## src/rtl/instruction_decoder_pkg.sv

```systemverilog
// Shared constants, enums and decode helpers for the nibble-processor instruction decoder.
package instruction_decoder_pkg;

    localparam logic [3:0] SRC_IMM  = 4'd8;
    localparam logic [3:0] SRC_PINS = 4'd9;
    localparam logic [3:0] SRC_ZERO = 4'd10;

    localparam int EN_X0 = 0;
    localparam int EN_X1 = 1;
    localparam int EN_Y0 = 2;
    localparam int EN_Y1 = 3;
    localparam int EN_R  = 4;
    localparam int EN_M  = 5;
    localparam int EN_I  = 6;
    localparam int EN_DM = 7;
    localparam int EN_O  = 8;

    localparam logic [8:0] EN_ALL = 9'h1FF;
`ifdef NOP_CLEAR_EN
    localparam logic [8:0] EN_NOP_CLEAR = 9'h16F;
`endif

    localparam logic [7:0] NOP_C8 = 8'hC8;
    localparam logic [7:0] NOP_CF = 8'hCF;
    localparam logic [7:0] NOP_D8 = 8'hD8;
    localparam logic [7:0] NOP_DF = 8'hDF;

    typedef enum logic [2:0] {
        OP_LOAD,
        OP_MOV,
        OP_ALU,
        OP_JMP,
        OP_JNZ
    } opclass_e;

    typedef enum logic {
        ST_INIT,
        ST_RUN
    } state_e;

    function automatic opclass_e decode_class(input logic [3:0] opcode);
        opclass_e cls;
        if (!opcode[3])      cls = OP_LOAD;
        else if (!opcode[2]) cls = OP_MOV;
        else if (!opcode[1]) cls = OP_ALU;
        else if (!opcode[0]) cls = OP_JMP;
        else                 cls = OP_JNZ;
        return cls;
    endfunction

    // Destination 4 is o_reg and destination 7 is dm with i post-increment.
    function automatic logic [8:0] dst_enable(input logic [2:0] dst);
        logic [8:0] en;
        en = '0;
        case (dst)
            3'd0: en[EN_X0] = 1'b1;
            3'd1: en[EN_X1] = 1'b1;
            3'd2: en[EN_Y0] = 1'b1;
            3'd3: en[EN_Y1] = 1'b1;
            3'd4: en[EN_O]  = 1'b1;
            3'd5: en[EN_M]  = 1'b1;
            3'd6: en[EN_I]  = 1'b1;
            default: begin
                en[EN_DM] = 1'b1;
                en[EN_I]  = 1'b1;
            end
        endcase
        return en;
    endfunction

endpackage

```

## src/rtl/instruction_decoder_p_imm_chain.sv

```systemverilog
// Immediate accumulator: consecutive LOADs to the same destination shift nibbles into a wide immediate.
module imm_chain
    import instruction_decoder_pkg::*;
#(
    parameter int DATA_W = 8
) (
    input  logic              clk,
    input  logic              reset_n,
    input  logic              commit,
    input  logic              is_load,
    input  logic [2:0]        dst,
    input  logic [3:0]        nibble,
    output logic [DATA_W-1:0] imm_data
);

    generate
        if (DATA_W > 4) begin : g_wide
            // Only the bits that can still shift into a future immediate are kept.
            logic [DATA_W-5:0] acc;
            logic [2:0]        chain_dst;
            logic              chain_live;
            logic              chain_hit;

            assign chain_hit = chain_live && (chain_dst == dst);
            assign imm_data  = chain_hit ? {acc, nibble} : {{(DATA_W-4){1'b0}}, nibble};

            always_ff @(posedge clk or negedge reset_n) begin
                if (!reset_n) begin
                    acc        <= '0;
                    chain_dst  <= '0;
                    chain_live <= 1'b0;
                end else if (commit) begin
                    if (is_load) begin
                        acc        <= imm_data[DATA_W-5:0];
                        chain_dst  <= dst;
                        chain_live <= 1'b1;
                    end else begin
                        chain_live <= 1'b0;
                    end
                end
            end
        end else begin : g_narrow
            assign imm_data = nibble;
        end
    endgenerate

endmodule

```

## src/rtl/instruction_decoder_p.sv

```systemverilog
// Nibble-processor instruction decoder with registered IR, stall, post-reset clear and chained immediates.
// Build option NOP_CLEAR_EN: committed C8/CF clears x0,x1,y0,y1,m,i and o_reg.
module instruction_decoder_p
    import instruction_decoder_pkg::*;
#(
    parameter int DATA_W      = 8,
    parameter int INIT_CYCLES = 2
) (
    input  logic              clk,
    input  logic              reset_n,
    input  logic [7:0]        next_instr,
    input  logic              instr_valid,
    input  logic              stall,
    output logic              instr_ready,
    output logic [7:0]        ir,
    output logic              ir_valid,
    output logic              init_busy,
    output logic              jmp,
    output logic              jmp_nz,
    output logic              i_sel,
    output logic              x_sel,
    output logic              y_sel,
    output logic [3:0]        source_sel,
    output logic [3:0]        ir_nibble,
    output logic [DATA_W-1:0] imm_data,
    output logic [8:0]        reg_en
);

    localparam int CNT_W = $clog2(INIT_CYCLES + 1);

    state_e     state, next_state;
    logic [CNT_W-1:0] init_cnt, init_cnt_next;
    opclass_e   op;
    logic       commit;
    logic       is_nop;
    logic [2:0] mov_d, mov_s;
    logic [3:0] mov_src;

    assign op        = decode_class(ir[7:4]);
    assign is_nop    = (ir == NOP_C8) || (ir == NOP_CF) || (ir == NOP_D8) || (ir == NOP_DF);
    assign mov_d     = ir[5:3];
    assign mov_s     = ir[2:0];
    assign ir_nibble = ir[3:0];

    always_comb begin
        if (mov_d == mov_s && mov_d == 3'd4) mov_src = 4'd4;
        else if (mov_d == mov_s)             mov_src = SRC_PINS;
        else                                 mov_src = {1'b0, mov_s};
    end

    always_ff @(posedge clk or negedge reset_n) begin
        if (!reset_n) begin
            state    <= ST_INIT;
            init_cnt <= '0;
        end else begin
            state    <= next_state;
            init_cnt <= init_cnt_next;
        end
    end

    // A bubble still loads ir; ir_valid tells the decode to ignore it.
    always_ff @(posedge clk or negedge reset_n) begin
        if (!reset_n) begin
            ir       <= 8'h00;
            ir_valid <= 1'b0;
        end else if (instr_ready) begin
            ir       <= next_instr;
            ir_valid <= instr_valid;
        end
    end

    always_comb begin
        next_state    = state;
        init_cnt_next = init_cnt;
        instr_ready   = 1'b0;
        init_busy     = 1'b0;
        commit        = 1'b0;
        reg_en        = '0;
        source_sel    = SRC_ZERO;
        i_sel         = 1'b0;
        x_sel         = 1'b0;
        y_sel         = 1'b0;
        jmp           = 1'b0;
        jmp_nz        = 1'b0;
        case (state)
            ST_INIT: begin
                init_busy = 1'b1;
                reg_en    = EN_ALL;
                if (init_cnt == CNT_W'(INIT_CYCLES - 1)) next_state = ST_RUN;
                else init_cnt_next = init_cnt + CNT_W'(1);
            end
            ST_RUN: begin
                instr_ready = !stall;
                commit      = ir_valid && !stall;
                case (op)
                    OP_LOAD: begin
                        source_sel = SRC_IMM;
                        if (commit) begin
                            reg_en = dst_enable(ir[6:4]);
                            i_sel  = (ir[6:4] == 3'd7);
                        end
                    end
                    OP_MOV: begin
                        source_sel = mov_src;
                        if (commit) begin
                            reg_en = dst_enable(mov_d);
                            if (mov_s == 3'd7) reg_en[EN_I] = 1'b1;
                            i_sel = (mov_d == 3'd7 || mov_s == 3'd7) && (mov_d != 3'd6);
                        end
                    end
                    OP_ALU: begin
                        x_sel = ir[4];
                        y_sel = ir[3];
                        if (commit && !is_nop) reg_en[EN_R] = 1'b1;
`ifdef NOP_CLEAR_EN
                        if (commit && (ir == NOP_C8 || ir == NOP_CF)) begin
                            source_sel = SRC_ZERO;
                            reg_en     = EN_NOP_CLEAR;
                        end
`endif
                    end
                    OP_JMP:  jmp    = commit;
                    OP_JNZ:  jmp_nz = commit;
                    default: ;
                endcase
            end
            default: next_state = ST_INIT;
        endcase
    end

    imm_chain #(
        .DATA_W(DATA_W)
    ) u_imm_chain (
        .clk      (clk),
        .reset_n  (reset_n),
        .commit   (commit),
        .is_load  (op == OP_LOAD),
        .dst      (ir[6:4]),
        .nibble   (ir[3:0]),
        .imm_data (imm_data)
    );

endmodule
```

## config.mk

```make
export PLATFORM = sky130hd
export DESIGN_NAME = instruction_decoder_p
export DESIGN_NICKNAME = d
export VERILOG_FILES = /design/src/rtl/instruction_decoder_pkg.sv /design/src/rtl/instruction_decoder_p_imm_chain.sv /design/src/rtl/instruction_decoder_p.sv
export SDC_FILE = /design/constraint.sdc
export NUM_CORES = 1
export LEC_CHECK = 0
export CAP_MARGIN = 10
export CELL_PAD_IN_SITES_DETAIL_PLACEMENT = 1
export CELL_PAD_IN_SITES_GLOBAL_PLACEMENT = 1
export CORE_MARGIN = 2
export CORE_UTILIZATION = 34
export CTS_CLUSTER_DIAMETER = 200
export DETAILED_ROUTE_END_ITERATION = 7
export PLACE_DENSITY = 0.87
export SYNTH_ARGS = -nofsm -noshare
export SYNTH_HDL_FRONTEND = slang
export SYNTH_SLANG_ARGS = --single-unit
```

## constraint.sdc

```tcl
create_clock -name clk -period 4.1 [get_ports clk]
set_input_delay 1.025 -clock clk [delete_from_list [all_inputs] [get_ports clk]]
set_output_delay 1.025 -clock clk [all_outputs]
set_load 0.1 [all_outputs]
```

[Word-level counts from Yosys, hierarchy flattened]
Cells that the tools add are included.
Operators by class
  add/subtract/negate cells: 1
  equal/unequal tests: 27
  multiplexer cells: 51
  bitwise operators: 2
  reductions and logical operators: 20
Operator list (number)
  $mux 1: 35
  $eq 8x8->1 const B: 4
  $eq 3x3->1 const B: 10
  $pmux 4 s2: 3
  $eq 3x2->1 const B: 6
  $mux 9: 2
  $pmux 9 s2: 1
  $reduce_or 7->1: 2
  $mux 3: 4
  $mux 4: 3
  $reduce_or 6->1: 2
  $eq 3x1->1 const B: 3
  $logic_not 3->1: 3
  $mux 8: 1
  $eq 3x3->1: 2
  $logic_and 1x1->1: 5
  $logic_or 1x1->1: 4
  $reduce_and 2->1: 2
  $ne 3x3->1 const B: 1
  $pmux 1 s3: 1
  $add 2x1->2 const B: 1
  $eq 2x1->1 const B: 1
  $logic_not 1->1: 2
  $not 1->1: 2
  $pmux 1 s2: 1
Word-level totals
  flip-flop bits (word level): 20
  input port bits: 12

[Longest topological paths before layout]
  depth after elaboration: 9
  depth in mapped cells: 6

[Cells and area by module]
A second synthesis with hierarchy kept.
Unflattened totals
  cell total of the unflattened synthesis: 137
  area total of the unflattened synthesis: 1321.3 um^2
Modules (own cells, without submodules)
  instruction_decoder_p: times used 1, cells each 104, area each 930.9 um^2, seq. area each 300.3 um^2
  imm_chain: times used 1, cells each 33, area each 390.4 um^2, seq. area each 200.2 um^2

[Worst setup path before layout]
OpenSTA, ideal clock, no wires.
  kind: register to output
  from: register ir[0]
  to: output reg_en[4]
  arrival time: 4.509 ns
  data required time: 3.075 ns
  setup slack: -1.434 ns
  cell stages (with the launch flop): 5
  cell sequence: dfrtp_1 -> clkbuf_2 -> nor3_1 -> o21a_1 -> o41ai_1
On the way
  cells in the longest elaborated chain, start to end: 9
Ends and longest elaborated chain
  from (decl): line instruction_decoder_p.sv:15  | output logic [7:0] ir,
  from (signal assigned): line instruction_decoder_p.sv:67  | ir <= next_instr;
  $eq 8x8->1: line instruction_decoder_p.sv:40  | assign is_nop = (ir == NOP_C8) || (ir == NOP_CF) || (ir == NOP_D8) || (ir == NOP_DF);
  $logic_or 1x1->1 (2 in series): line instruction_decoder_p.sv:40
  $logic_or 1x1->1 (*): line instruction_decoder_p.sv:40
  $logic_not 1->1 (*): line instruction_decoder_p.sv:114  | if (commit && !is_nop) reg_en[EN_R] = 1'b1;
  $logic_and 1x1->1 (*): line instruction_decoder_p.sv:114
  $mux 1 (*): line instruction_decoder_p.sv:114
  $pmux 1 s3 (*): line instruction_decoder_p.sv:95  | case (op)
  $pmux 9 s2 (*): line instruction_decoder_p.sv:85  | case (state)
  to (decl): line instruction_decoder_p.sv:26  | output logic [8:0] reg_en
Every way passes the cells marked *; elsewhere a longest branch is shown, timed or not.

[Worst setup path in the final report]
  from: input stall
  to: output reg_en[1]
On the way
  cells in the longest elaborated chain, start to end: 5
Ends and longest elaborated chain
  from (decl): line instruction_decoder_p.sv:13  | input logic stall,
  $logic_not 1->1 (*): line instruction_decoder_p.sv:94  | commit = ir_valid && !stall;
  $logic_and 1x1->1 (*): line instruction_decoder_p.sv:94
  $mux 9 (on tied branches): line instruction_decoder_p.sv:105, instruction_decoder_p.sv:98
  $pmux 4 s2 (*): line instruction_decoder_p.sv:95
  $pmux 9 s2 (*): line instruction_decoder_p.sv:85
Marks and branches as above.

==> run_results.csv <==
group,metric,value,unit
timing,slew_headroom,34.0,%
drt,post_drt_wl_per_cell,17.9,um
timing,whs,0.490,ns
drt,via_per_inst,5.27,
timing,period_share,89.3,%
synthesis,async_flop_share,100,%
power,finalPower,870,uW
clock_tree,root_buffer,"clkbuf_8",
clock_tree,cts-htree-levels,1,
clock_tree,clk_pin_slew,0.07,ns
power,ir_drop,0.000275,V
power,power.share.switching,45.7,%
synthesis,yosysTopAreaCellShare,37.2,%
drt,ant_nets,0,
setup_path,r2r-start,"state",
place,gp_congestion,0.789,
synthesis,synth_edf_count,0,
timing,hold_viol,0,
synthesis,avgSynthCellArea,9.60,um2
clock_tree,cts_tree,"yes",
setup_path,ff2ff_path_depth,3,
timing,skew,0.00303,ns
power,power_density,439,mW/mm2
synthesis,ys_seq_elements,20,
clock_tree,cts_max_path_buffers,2,
setup_path,crit_start,"stall",
synthesis,seq_area_frac_synth,37.2,%
clock_tree,post_cts_buffers,0,
timing,rsz0062_at_grt,"no",
cells_and_area,n_antenna_cell,0,
timing,period_needed,3.66,ns
global_route,grt_pass1_vias,1265,
synthesis,ys_top_cells_by_area,"dfrtp_1, mux2_2, buf_4, xnor2_1, nand2_1",
synthesis,synth_area,0.00134,mm2
drt,dr.pass1.iters,4,
global_route,antenna_found_initial,0,
setup_path,worst_setup_path_start_kind,"input pin",
setup_path,crit_type,"input pin to output port",
global_route,grt-ovfl-total,0,
drt,vias,1180,
cells_and_area,fin_util,52.9,%
clock_tree,postCtsHoldBufs,0,
setup_path,r2r-end,"u_imm_chain.g_wide.acc[3]",
power,p_comb_share,45.8,%
floorplan,core,0.00374,mm2
cells_and_area,area_growth,47.4,%
timing,drv_slew,0,
flow_run,maxCapViolCount,0,
synthesis,synth_nets,153,
floorplan,die_h,66.9,um
clock_tree,numCtsBuffers,3,
clock_tree,ctsResizeCount,0,
cells_and_area,fill_cells,433,
floorplan,io_pins,53,
floorplan,die_x,66.9,um
min_path,hold_path_depth,2,
timing,fmax,0.273,GHz
floorplan,die_area,0.00447,mm2
drt,drc_errors,0,
place,dp_hpwl,3040,um
setup_path,critPathCaptureType,"output port",
power,p_int,473,uW
power,p_switching,397,uW
timing,fin_tns_setup,0,ns
synthesis,synth.distinct_cells,44,
timing,worstMarginPinSlew,0.987,ns
setup_path,r2r_slack,2.38,ns
power,p_clk_share,22.5,%
status,outcome,"finished, final reports clean",
cells_and_area,final_common_cell,"clkdlybuf4s50_1",
synthesis,yosysWarningCount,0,
global_route,grt_first_pass_wirelength,6290,um
cells_and_area,nets,190,
synthesis,syn_inst,140,
cells_and_area,final_cell_mix,"clkdlybuf4s50_1, dfrtp_1, buf_4, mux2_2, buf_12",
clock_tree,cts.sinks,20,
timing,setup_viol,0,
power,seqPwrFrac,31.6,%
global_route,grt_max_degree,21,
cells_and_area,layout-drive-gt1-share,31.8,%
drt,drt_iter0_drc,40,
drt,wirelength,4000,um
cells_and_area,final_cells,224,
synthesis,yosysTopAreaCell,"dfrtp_1",
synthesis,synth_top_flop_cell,"dfrtp_1",
min_path,worst_hold_path_type,"flop to flop",
place,dp.cells,220,
setup_path,worstPathRequired,3.07,ns
floorplan,fp-row-count,22,
setup_path,critPathCapture,"reg_en[1]",
setup_path,path_max_fanout,4,
power,leakage,0.829,nW
floorplan,start_util,35.9,%
global_route,grt_usage,18.7,%
place,port_buffers,52,
clock_tree,clock_latency,0.26,ns
setup_path,arrival,2.64,ns
## power groups by stage
stage | combinational [mW] | clock, mW | sequential (mW)
after floorplan | 0.272 | 0 | 0.314
after global placement | 0.390 | 0 | 0.274
after detailed placement | 0.399 | 0 | 0.279
after CTS | 0.401 | 0.199 | 0.275
after global routing | 0.414 | 0.209 | 0.281
final | 0.399 | 0.196 | 0.275
## how the worst min path moves through the flow
stage	slack (ns)	end	start
2_1_floorplan	0.44	u_imm_chain.g_wide.chain_live	u_imm_chain.g_wide.chain_live
3_3_place_gp	0.46	u_imm_chain.g_wide.chain_live	u_imm_chain.g_wide.chain_live
3_5_place_dp	0.47	init_cnt[1]	init_cnt[1]
4_1_cts	0.49	init_cnt[1]	init_cnt[1]
5_1_grt	0.52	u_imm_chain.g_wide.chain_live	u_imm_chain.g_wide.chain_live
6_report	0.49	init_cnt[1]	init_cnt[1]
## critical path: stages
cell	delay, ns
clkdlybuf4s50_1	0.46
nand2b_2	0.25
or3_1	0.38
o221ai_1	0.30
buf_12	0.22
## kinds of logic after synthesis
kind of cell	synth area share [%]
multiplexers	10.9
AND/OR/NAND/NOR	19.9
XOR/XNOR	6.52
buffers and inverters	11.0
AO/OA/AOI/OAI	13.5
flip-flops	37.2
adder cells (fa/ha/maj)	0.931
## cell type report
class                      instances  area, um2  area share, %
multi-input combinational         94        712           35.9
timing repair buffer              53        618           31.2
sequential                        20        500           25.3
tap                               48       60.1           3.03
clock buffer                       3       41.3           2.08
clock inverter                     1       30.0           1.52
inverter                           5       18.8          0.948
## synthesized netlist by cell type, types with 2 or more instances
library cell / number
buf_2: 6
xnor2_1: 7
nand4_1: 2
buf_4: 9
and4bb_2: 2
a211oi_1: 2
a31oi_1: 2
nor2_1: 4
inv_1: 4
nand2b_1: 2
a21o_1: 2
nand2_1: 11
and3_1: 4
nor3_1: 2
xor2_1: 3
mux2_2: 13
o211ai_1: 2
o221ai_1: 3
and2_1: 4
clkbuf_1: 4
o21ai_0: 7
a21oi_1: 4
dfrtp_1: 20
## state kept, by name, summed over array words and instances (netlist names)
register                       cells
ir                                 8
u_imm_chain.g_wide.acc             4
u_imm_chain.g_wide.chain_dst       3
init_cnt                           2
ir_valid                           1
state                              1
u_imm_chain.g_wide.chain_live      1
## metal layers
metal	part of all wire (%)	vias to the layer above	GRT usage [%]
met3	3.1	3	2.36
met1	42	600	23.4
met2	55	25	34.8
met5	0	-	0
li1	-	552	-
met4	0.27	0	2.55
## stage by stage
| stage | instance area (um2) | setup WS [ns] |
|---|---|---|
| 3_3_place_gp | 1910 | 0.499 |
| 4_1_cts | 1980 | 0.439 |
| 2_1_floorplan | 1360 | -0.123 |
| 3_5_place_dp | 1910 | 0.441 |
| 6_report | 1980 | 0.437 |
| 5_1_grt | 1980 | 0.361 |
(Power assumes the default switching activity.)
